File: src/rtl/muldiv_pkg.sv
// Shared definitions for the RV M-extension multiply/divide unit: funct3 codes,
// FSM states and the operand signedness helpers.
package muldiv_pkg;

  localparam logic [2:0] OP_MUL    = 3'b000;
  localparam logic [2:0] OP_MULH   = 3'b001;
  localparam logic [2:0] OP_MULHSU = 3'b010;
  localparam logic [2:0] OP_MULHU  = 3'b011;
  localparam logic [2:0] OP_DIV    = 3'b100;
  localparam logic [2:0] OP_DIVU   = 3'b101;
  localparam logic [2:0] OP_REM    = 3'b110;
  localparam logic [2:0] OP_REMU   = 3'b111;

  typedef enum logic [1:0] {
    IDLE,
    MUL,
    DIV,
    DONE
  } state_e;

  // rs1 is treated as signed for every op except MULHU, DIVU and REMU
  function automatic logic opSignedA(input logic [2:0] op);
    case (op)
      OP_MUL, OP_MULH, OP_MULHSU, OP_DIV, OP_REM: return 1'b1;
      default:                                    return 1'b0;
    endcase
  endfunction

  function automatic logic opSignedB(input logic [2:0] op);
    case (op)
      OP_MUL, OP_MULH, OP_DIV, OP_REM: return 1'b1;
      default:                         return 1'b0;
    endcase
  endfunction

endpackage

File: src/rtl/muldiv_if.sv
// Request/response handshake bundle of the multiply/divide unit, including the
// pipeline flush from the EX stage.
interface muldiv_if #(
  parameter int XLEN  = 32,
  parameter int TAG_W = 5
);
  logic             flush;
  logic             req_valid;
  logic             req_ready;
  logic [2:0]       req_op;
  logic [XLEN-1:0]  req_a;
  logic [XLEN-1:0]  req_b;
  logic [TAG_W-1:0] req_tag;
  logic             resp_valid;
  logic             resp_ready;
  logic [XLEN-1:0]  resp_data;
  logic [TAG_W-1:0] resp_tag;

  modport master (
    output flush, req_valid, req_op, req_a, req_b, req_tag, resp_ready,
    input  req_ready, resp_valid, resp_data, resp_tag
  );

  modport slave (
    input  flush, req_valid, req_op, req_a, req_b, req_tag, resp_ready,
    output req_ready, resp_valid, resp_data, resp_tag
  );
endinterface

File: src/rtl/muldiv_div_core.sv
// Iterative restoring divider on unsigned magnitudes, one quotient bit per cycle.
// With MULDIV_EARLY_OUT_EN the dividend is pre-shifted past its leading zeros.
module muldiv_div_core #(
  parameter int XLEN = 32
) (
  input  logic            clk,
  input  logic            rst_n,
  input  logic            start_i,
  input  logic            abort_i,
  input  logic [XLEN-1:0] dividend_i,
  input  logic [XLEN-1:0] divisor_i,
  output logic            done_o,
  output logic [XLEN-1:0] quotient_o,
  output logic [XLEN-1:0] remainder_o
);

  localparam int CW = $clog2(XLEN + 1);

  logic [XLEN-1:0] quo_q, rem_q, div_q;
  logic [CW-1:0]   cnt_q;
  logic            busy_q, done_q;
  logic [XLEN:0]   shifted, trial;
  logic [XLEN-1:0] loadDividend;
  logic [CW-1:0]   loadCount;

`ifdef MULDIV_EARLY_OUT_EN
  function automatic logic [CW-1:0] countLeadingZeros(input logic [XLEN-1:0] v);
    logic [CW-1:0] n;
    logic          found;
    n     = '0;
    found = 1'b0;
    for (int i = XLEN - 1; i >= 0; i--) begin
      if (!found && !v[i]) n = n + CW'(1);
      else                 found = 1'b1;
    end
    return n;
  endfunction

  logic [CW-1:0] leadZeros;

  always_comb begin
    leadZeros    = countLeadingZeros(dividend_i);
    loadDividend = dividend_i << leadZeros;
    loadCount    = CW'(XLEN) - leadZeros;
  end
`else
  always_comb begin
    loadDividend = dividend_i;
    loadCount    = CW'(XLEN);
  end
`endif

  // The dividend shifts out of quo_q's top while quotient bits shift in at the bottom
  assign shifted = {rem_q, quo_q[XLEN-1]};
  assign trial   = shifted - {1'b0, div_q};

  always_ff @(posedge clk or negedge rst_n) begin
    if (!rst_n) begin
      quo_q  <= '0;
      rem_q  <= '0;
      div_q  <= '0;
      cnt_q  <= '0;
      busy_q <= 1'b0;
      done_q <= 1'b0;
    end else if (abort_i) begin
      busy_q <= 1'b0;
      done_q <= 1'b0;
    end else if (start_i) begin
      quo_q  <= loadDividend;
      rem_q  <= '0;
      div_q  <= divisor_i;
      cnt_q  <= loadCount;
      busy_q <= 1'b1;
      done_q <= 1'b0;
    end else begin
      done_q <= 1'b0;
      if (busy_q) begin
        quo_q <= {quo_q[XLEN-2:0], ~trial[XLEN]};
        rem_q <= trial[XLEN] ? shifted[XLEN-1:0] : trial[XLEN-1:0];
        cnt_q <= cnt_q - CW'(1);
        if (cnt_q == CW'(1)) begin
          busy_q <= 1'b0;
          done_q <= 1'b1;
        end
      end
    end
  end

  assign done_o      = done_q;
  assign quotient_o  = quo_q;
  assign remainder_o = rem_q;

endmodule

File: src/rtl/muldiv_unit.sv
// RV M-extension multiply/divide unit with valid/ready handshakes, tag echo and flush.
// Optional MULDIV_EARLY_OUT_EN shortens divides by skipping leading dividend zeros.
import muldiv_pkg::*;

module muldiv_unit #(
  parameter int XLEN       = 32,
  parameter int MUL_STAGES = 2,
  parameter int TAG_W      = 5
) (
  input  logic     clk,
  input  logic     rst_n,
  muldiv_if.slave  bus
);

  localparam int              PIPE_N  = (MUL_STAGES > 1) ? MUL_STAGES - 1 : 1;
  localparam logic [XLEN-1:0] MIN_VAL = {1'b1, {(XLEN-1){1'b0}}};

  state_e           state_q, state_d;
  logic [2:0]       op_q;
  logic [TAG_W-1:0] tag_q;
  logic             signA_q, signB_q;
  logic [XLEN-1:0]  resData_q, resData_d;
  logic [2:0]       mulCnt_q, mulCnt_d;

  logic             accept, divStart, divDone, divSpecial, signedDivQ;
  logic [2*XLEN-1:0] mulA, mulB, product;
  logic [XLEN-1:0]  mulResult, mulTail, absA, absB, specialResult;
  logic [XLEN-1:0]  divQuo, divRem, quoFixed, remFixed, divResult;

  assign bus.req_ready = (state_q == IDLE) && !bus.flush;
  assign accept        = bus.req_valid && bus.req_ready;

  // Sign-extending to 2*XLEN gives the same low 2*XLEN product bits as an XLEN+1 extension
  always_comb begin
    mulA      = {{XLEN{opSignedA(bus.req_op) & bus.req_a[XLEN-1]}}, bus.req_a};
    mulB      = {{XLEN{opSignedB(bus.req_op) & bus.req_b[XLEN-1]}}, bus.req_b};
    product   = mulA * mulB;
    mulResult = (bus.req_op == OP_MUL) ? product[XLEN-1:0] : product[2*XLEN-1:XLEN];
  end

  if (MUL_STAGES > 1) begin : gMulPipe
    logic [XLEN-1:0] mulPipe_q [PIPE_N];

    always_ff @(posedge clk or negedge rst_n) begin
      if (!rst_n) begin
        for (int i = 0; i < PIPE_N; i++) mulPipe_q[i] <= '0;
      end else begin
        if (accept) mulPipe_q[0] <= mulResult;
        for (int i = 1; i < PIPE_N; i++) mulPipe_q[i] <= mulPipe_q[i-1];
      end
    end

    assign mulTail = mulPipe_q[PIPE_N-1];
  end else begin : gMulNoPipe
    assign mulTail = mulResult;
  end

  always_comb begin
    absA = (opSignedA(bus.req_op) && bus.req_a[XLEN-1]) ? -bus.req_a : bus.req_a;
    absB = (opSignedB(bus.req_op) && bus.req_b[XLEN-1]) ? -bus.req_b : bus.req_b;
  end

  // Divides whose answer is known from the operands alone complete without iterating
  always_comb begin
    divSpecial    = 1'b1;
    specialResult = '0;
    if (bus.req_b == '0) begin
      specialResult = bus.req_op[1] ? bus.req_a : '1;
    end else if (opSignedA(bus.req_op) && (bus.req_a == MIN_VAL) && (&bus.req_b)) begin
      specialResult = bus.req_op[1] ? '0 : MIN_VAL;
    end
`ifdef MULDIV_EARLY_OUT_EN
    else if (absA < absB) begin
      specialResult = bus.req_op[1] ? bus.req_a : '0;
    end
`endif
    else begin
      divSpecial = 1'b0;
    end
  end

  muldiv_div_core #(.XLEN(XLEN)) u_div_core (
    .clk         (clk),
    .rst_n       (rst_n),
    .start_i     (divStart),
    .abort_i     (bus.flush),
    .dividend_i  (absA),
    .divisor_i   (absB),
    .done_o      (divDone),
    .quotient_o  (divQuo),
    .remainder_o (divRem)
  );

  always_comb begin
    signedDivQ = op_q[2] && !op_q[0];
    quoFixed   = (signedDivQ && (signA_q ^ signB_q)) ? -divQuo : divQuo;
    remFixed   = (signedDivQ && signA_q) ? -divRem : divRem;
    divResult  = op_q[1] ? remFixed : quoFixed;
  end

  always_comb begin
    state_d   = state_q;
    resData_d = resData_q;
    mulCnt_d  = mulCnt_q;
    divStart  = 1'b0;
    if (bus.flush) begin
      state_d = IDLE;
    end else begin
      case (state_q)
        IDLE: begin
          if (accept) begin
            if (!bus.req_op[2]) begin
              if (MUL_STAGES == 1) begin
                state_d   = DONE;
                resData_d = mulResult;
              end else begin
                state_d  = MUL;
                mulCnt_d = 3'(MUL_STAGES - 1);
              end
            end else if (divSpecial) begin
              state_d   = DONE;
              resData_d = specialResult;
            end else begin
              state_d  = DIV;
              divStart = 1'b1;
            end
          end
        end
        MUL: begin
          mulCnt_d = mulCnt_q - 3'd1;
          if (mulCnt_q == 3'd1) begin
            state_d   = DONE;
            resData_d = mulTail;
          end
        end
        DIV: begin
          if (divDone) begin
            state_d   = DONE;
            resData_d = divResult;
          end
        end
        DONE: begin
          if (bus.resp_ready) state_d = IDLE;
        end
        default: state_d = IDLE;
      endcase
    end
  end

  always_ff @(posedge clk or negedge rst_n) begin
    if (!rst_n) begin
      state_q   <= IDLE;
      resData_q <= '0;
      mulCnt_q  <= '0;
      op_q      <= '0;
      tag_q     <= '0;
      signA_q   <= 1'b0;
      signB_q   <= 1'b0;
    end else begin
      state_q   <= state_d;
      resData_q <= resData_d;
      mulCnt_q  <= mulCnt_d;
      if (accept) begin
        op_q    <= bus.req_op;
        tag_q   <= bus.req_tag;
        signA_q <= bus.req_a[XLEN-1];
        signB_q <= bus.req_b[XLEN-1];
      end
    end
  end

  assign bus.resp_valid = (state_q == DONE);
  assign bus.resp_data  = resData_q;
  assign bus.resp_tag   = tag_q;

endmodule

File: src/flat_wrapper.sv
// flat-port wrapper written by rule: the top's interface ports become plain ports
module muldiv_unit_flat 
#(
  parameter int XLEN       = 32,
  parameter int MUL_STAGES = 2,
  parameter int TAG_W      = 5
)
  (clk, rst_n, bus_flush, bus_req_valid, bus_req_op, bus_req_a, bus_req_b, bus_req_tag, bus_resp_ready, bus_req_ready, bus_resp_valid, bus_resp_data, bus_resp_tag);
  muldiv_if #(.XLEN(XLEN), .TAG_W(TAG_W)) bus_i ();
  input  logic clk;
  input  logic rst_n;
  input wire logic [$bits(bus_i.flush)-1:0] bus_flush;
  input wire logic [$bits(bus_i.req_valid)-1:0] bus_req_valid;
  input wire logic [$bits(bus_i.req_op)-1:0] bus_req_op;
  input wire logic [$bits(bus_i.req_a)-1:0] bus_req_a;
  input wire logic [$bits(bus_i.req_b)-1:0] bus_req_b;
  input wire logic [$bits(bus_i.req_tag)-1:0] bus_req_tag;
  input wire logic [$bits(bus_i.resp_ready)-1:0] bus_resp_ready;
  output wire logic [$bits(bus_i.req_ready)-1:0] bus_req_ready;
  output wire logic [$bits(bus_i.resp_valid)-1:0] bus_resp_valid;
  output wire logic [$bits(bus_i.resp_data)-1:0] bus_resp_data;
  output wire logic [$bits(bus_i.resp_tag)-1:0] bus_resp_tag;
  assign bus_i.flush = bus_flush;
  assign bus_i.req_valid = bus_req_valid;
  assign bus_i.req_op = bus_req_op;
  assign bus_i.req_a = bus_req_a;
  assign bus_i.req_b = bus_req_b;
  assign bus_i.req_tag = bus_req_tag;
  assign bus_i.resp_ready = bus_resp_ready;
  assign bus_req_ready = bus_i.req_ready;
  assign bus_resp_valid = bus_i.resp_valid;
  assign bus_resp_data = bus_i.resp_data;
  assign bus_resp_tag = bus_i.resp_tag;
  muldiv_unit #(.XLEN(XLEN), .MUL_STAGES(MUL_STAGES), .TAG_W(TAG_W)) u_core (.clk(clk), .rst_n(rst_n), .bus(bus_i));
endmodule
File: config.mk
export PLATFORM = sky130hd
export DESIGN_NAME = muldiv_unit_flat
export DESIGN_NICKNAME = d
export VERILOG_FILES = /design/src/rtl/muldiv_pkg.sv /design/src/rtl/muldiv_if.sv /design/src/rtl/muldiv_div_core.sv /design/src/rtl/muldiv_unit.sv /design/src/flat_wrapper.sv
export SDC_FILE = /design/constraint.sdc
export NUM_CORES = 2
export LEC_CHECK = 0
export CAP_MARGIN = 20
export CORE_AREA = 4 4 345 347
export DETAILED_ROUTE_END_ITERATION = 6
export DIE_AREA = 0 0 349 351
export GPL_TIMING_DRIVEN = 1
export PLACE_DENSITY = 0.66
export REMOVE_ABC_BUFFERS = 1
export SLEW_MARGIN = 20
export SYNTH_ARGS = -nofsm -noshare
export SYNTH_HDL_FRONTEND = slang
export SYNTH_SLANG_ARGS = --single-unit
File: constraint.sdc
create_clock -name clk -period 4.2 [get_ports clk]
set_input_delay 0.84 -clock clk [delete_from_list [all_inputs] [get_ports clk]]
set_output_delay 0.84 -clock clk [all_outputs]
set_load 0.02 [all_outputs]
==> results.md <==
- Worst endpoint required time: about 4.5 ns
- Max Slew Vio Count: 0
- Fillers: 10400
- Final worst-path cycle share: 1.93
- Antenna-violating nets left: 0
- Vias per cell: between 5 and 6
- 1st-iter DRT viols: ~3400
- Post-Synth XOR/XNOR Area: 0.0439
- Post-Synth Simple-Gate Area: 0.162
- Pin count of the biggest net entering global routing: 73
- Area Growth Syn to Fin: 20.6%
- Kind of critical path: in -> reg
- Final Hold Viols: 0
- Clock sink count: around 180
- IO Pins: ~120
- Via count: roughly 44000
- Worst-Margin Slew: between 0.9 and 1 ns
- Maximum clock rate: between 0.1 and 0.15 GHz
- First-pass GRT wire length: approximately 270 mm
- Placed Cells: around 8000
- Initial antenna violation count: 3
- Synth area leaders: fa_1, inv_1, dfrtp_1
- Core area: ~120000 sq um
- FFs w/ async S/R, synth: 1.00
- Port bufs: roughly 120
- RSZ-0062 raised after global routing: yes
- Die Ht: about 350 um
- Clock Tree Root: clkbuf_16
- Yosys warnings: 0
- Nets: around 8100
- Post-synthesis mux area share: 0.00542
- CP max stage delay: ~0.6 ns
- Final worst setup slack: -3.89 ns
- Synth Instances: slightly above 6000
- Htree depth: 4
- Sequential area share after synthesis: 0.0885
- Crit. End Element: flip-flop
- Cell area after synthesis: a little over 50000 sq um
- Relative slew margins: 0.347
- Drt pass-1 iters: 6
- CP Max Fanout: 6
- GP Congestion: around 0.96
- Vias in the first global route: between 40000 and 50000
- Failing checks: setup timing
- Drt total wl: between 150 and 200 mm
- GRT Residual Overflow: 0
- Critical-path top delay cell: fa_2
- Cell mode on critical path: fa_1
- Top cell type's share of synthesized area: 0.426
- Main synth FF type: dfrtp_1
- CTS max path bufs: 2
- Cell taking the most area after synthesis: fa_1
- Final std cells w/o fill: 8180
- Adder-cell share of the synthesized area: 0.491
- Starting Density: 0.446
- Worst Skew: roughly 0.011 ns
- Hold_buf cts: 0
- Outcome: complete, but fails checks
- Wirelength per Cell: between 20 and 25 um
- Compound-Gate Fraction of Synth Area: 0.0887
- Yosys reg bits: 183
- Share of cells above drive strength 1: 0.177
- DRC: 0
- Count leader, synth: inv_1
- WP data arrival: approximately 8.4 ns
- Skew-Pair Late Insertion Delay: 0.46 ns
- # Max-Cap Violations: 0
- CTS tree: built
- Combinational family with the most area after synthesis: adder cells
- Post-route minimum period: 8.09 ns
- Number of CTS-inserted buffers: 17
- DP HPWL: ~140 mm
- Hold slack final: between 0.4 and 0.5 ns
- Mapped Avg Cell Area: 8.46 sq um
- Final setup fails: 32
- Top cells by count, synth: inv_1, fa_1, nand2_1, clkbuf_1, and2_1
- Number of flops mapped to enable cells by yosys: 0
- Netlist cell types: 79
- Hold Path Class: in -> async
- Die area: between 100000 and 150000 sq um
- Worst-path clk slew: approximately 0.08 ns
- Tot GR Track Use: 0.281
- CP startpoint kind: input port
- Cell Rows: between 100 and 150
- Die Width: 349 um
==> cells by family after synthesis <==
logic type | Yosys count
XOR/XNOR | 259
multiplexers | 28
flip-flops | 183
buffers and inverters | 1651
adder cells (fa/ha/maj) | 1368
AO/OA/AOI/OAI | 749
AND/OR/NAND/NOR | 1874
==> timing repair <==
action                     CTS  global route
buffers inserted            60            37
setup endpoints to repair   37            32
hold endpoints to repair     0             0
resized for setup          444           121
gates cloned                10             1
pin swaps                  222           113
==> metal layers <==
layer,GRT usage,wire (um),vias to the layer above,share of wire
met4,0.115,8030,0,0.047
met3,0.0545,14200,356,0.084
met1,0.372,70000,22200,0.41
met5,0,0,-,0
li1,-,-,19400,-
met2,0.454,77500,1755,0.46
==> flip-flops by register name (all words and copies together) (netlist names) <==
register,count
u_core.u_div_core.remainder_o,32
u_core.op_q,3
u_core.state_q,2
u_core.u_div_core.busy_q,1
u_core.mulCnt_q,3
u_core.bus.resp_tag,5
u_core.gMulPipe.mulPipe_q,32
u_core.u_div_core.quotient_o,32
u_core.u_div_core.div_q,32
u_core.bus.resp_data,32
u_core.u_div_core.done_o,1
u_core.signB_q,1
u_core.signA_q,1
u_core.u_div_core.cnt_q,6
==> critical path: cells and delay by family <==
kind                       cells  cell delay, ns
adders and majority gates      9            4.37
and+or+nand+nor                6            0.68
AOI/OAI and AO/OA              8            1.57
buffers and inverters         10            0.97
==> cell usage in the layout (no fill, tap or decap), drive strengths merged, types with 17 or more instances in the layout <==
cell type      instances
a211oi                19
buf                  841
ha                   266
o21ai                229
dfrtp                183
inv                 1258
xor2                  89
o211ai                17
nor3                  62
nand3                 31
or4                   18
nand2               1098
and3                  23
a31oi                 48
nand2b                31
nor2                 231
fa                  1101
nor2b                 31
a22o                  33
o21a                  17
clkdlybuf4s50         51
o31ai                 23
a21o                  48
a21oi                228
nand4                 31
mux2i                 28
xnor2                170
clkbuf                20
and2                 268
==> area by class of cell <==
class                   count  area [sq um]  area share
clock inverters            15           160     0.00257
repair buffers            905          8220       0.132
inverters                1254          4730      0.0758
multi-input cells        4278         42300       0.679
flip-flops and latches    183          4580      0.0734
diodes                      4          10.0    0.000161
well taps                1524          1910      0.0306
clock buffers              17           425     0.00682
==> through the flow <==
| step | utilization | setup WS (ns) | area (sq um) | setup TNS (ns) |
|---|---|---|---|---|
| 2_1_floorplan | - | -6.09 | 50200 | -189.33 |
| 3_3_place_gp | 0.508 | -5.04 | 58900 | -200.31 |
| 3_5_place_dp | 0.508 | -5.09 | 58900 | -203.71 |
| 4_1_cts | 0.532 | -3.78 | 61600 | -107.85 |
| 5_1_grt | 0.538 | -4.09 | 62400 | -118.76 |
| 6_report | 0.538 | -3.89 | 62400 | -111.54 |
==> worst paths after layout <==
| kind | from | end | slack [ns] | depth (start not counted) |
|---|---|---|---|---|
| max | bus_req_op[2] | u_core.gMulPipe.mulPipe_q[28]$_DFFE_PN0P_ | -3.89 | 33 |
| min | rst_n | u_core.mulCnt_q[0]$_DFFE_PN0P_ | 0.41 | 1 |
| max reg2reg | u_core.u_div_core.quotient_o[31]$_DFFE_PN0P_ | u_core.u_div_core.remainder_o[2]$_DFFE_PN0P_ | 0.22 | 18 |
| min reg2reg | u_core.bus.resp_tag[2]$_DFFE_PN0P_ | u_core.bus.resp_tag[2]$_DFFE_PN0P_ | 0.48 | 2 |
| max in group asynchronous | rst_n | u_core.u_div_core.quotient_o[15]$_DFFE_PN0P_ | 2.91 | 2 |
| min in group clk | u_core.bus.resp_tag[2]$_DFFE_PN0P_ | u_core.bus.resp_tag[2]$_DFFE_PN0P_ | 0.48 | 2 |
Power is left out: the tool's default activity adds up to more than one toggle a clock period on the data nets, which glitch-free logic cannot reach.
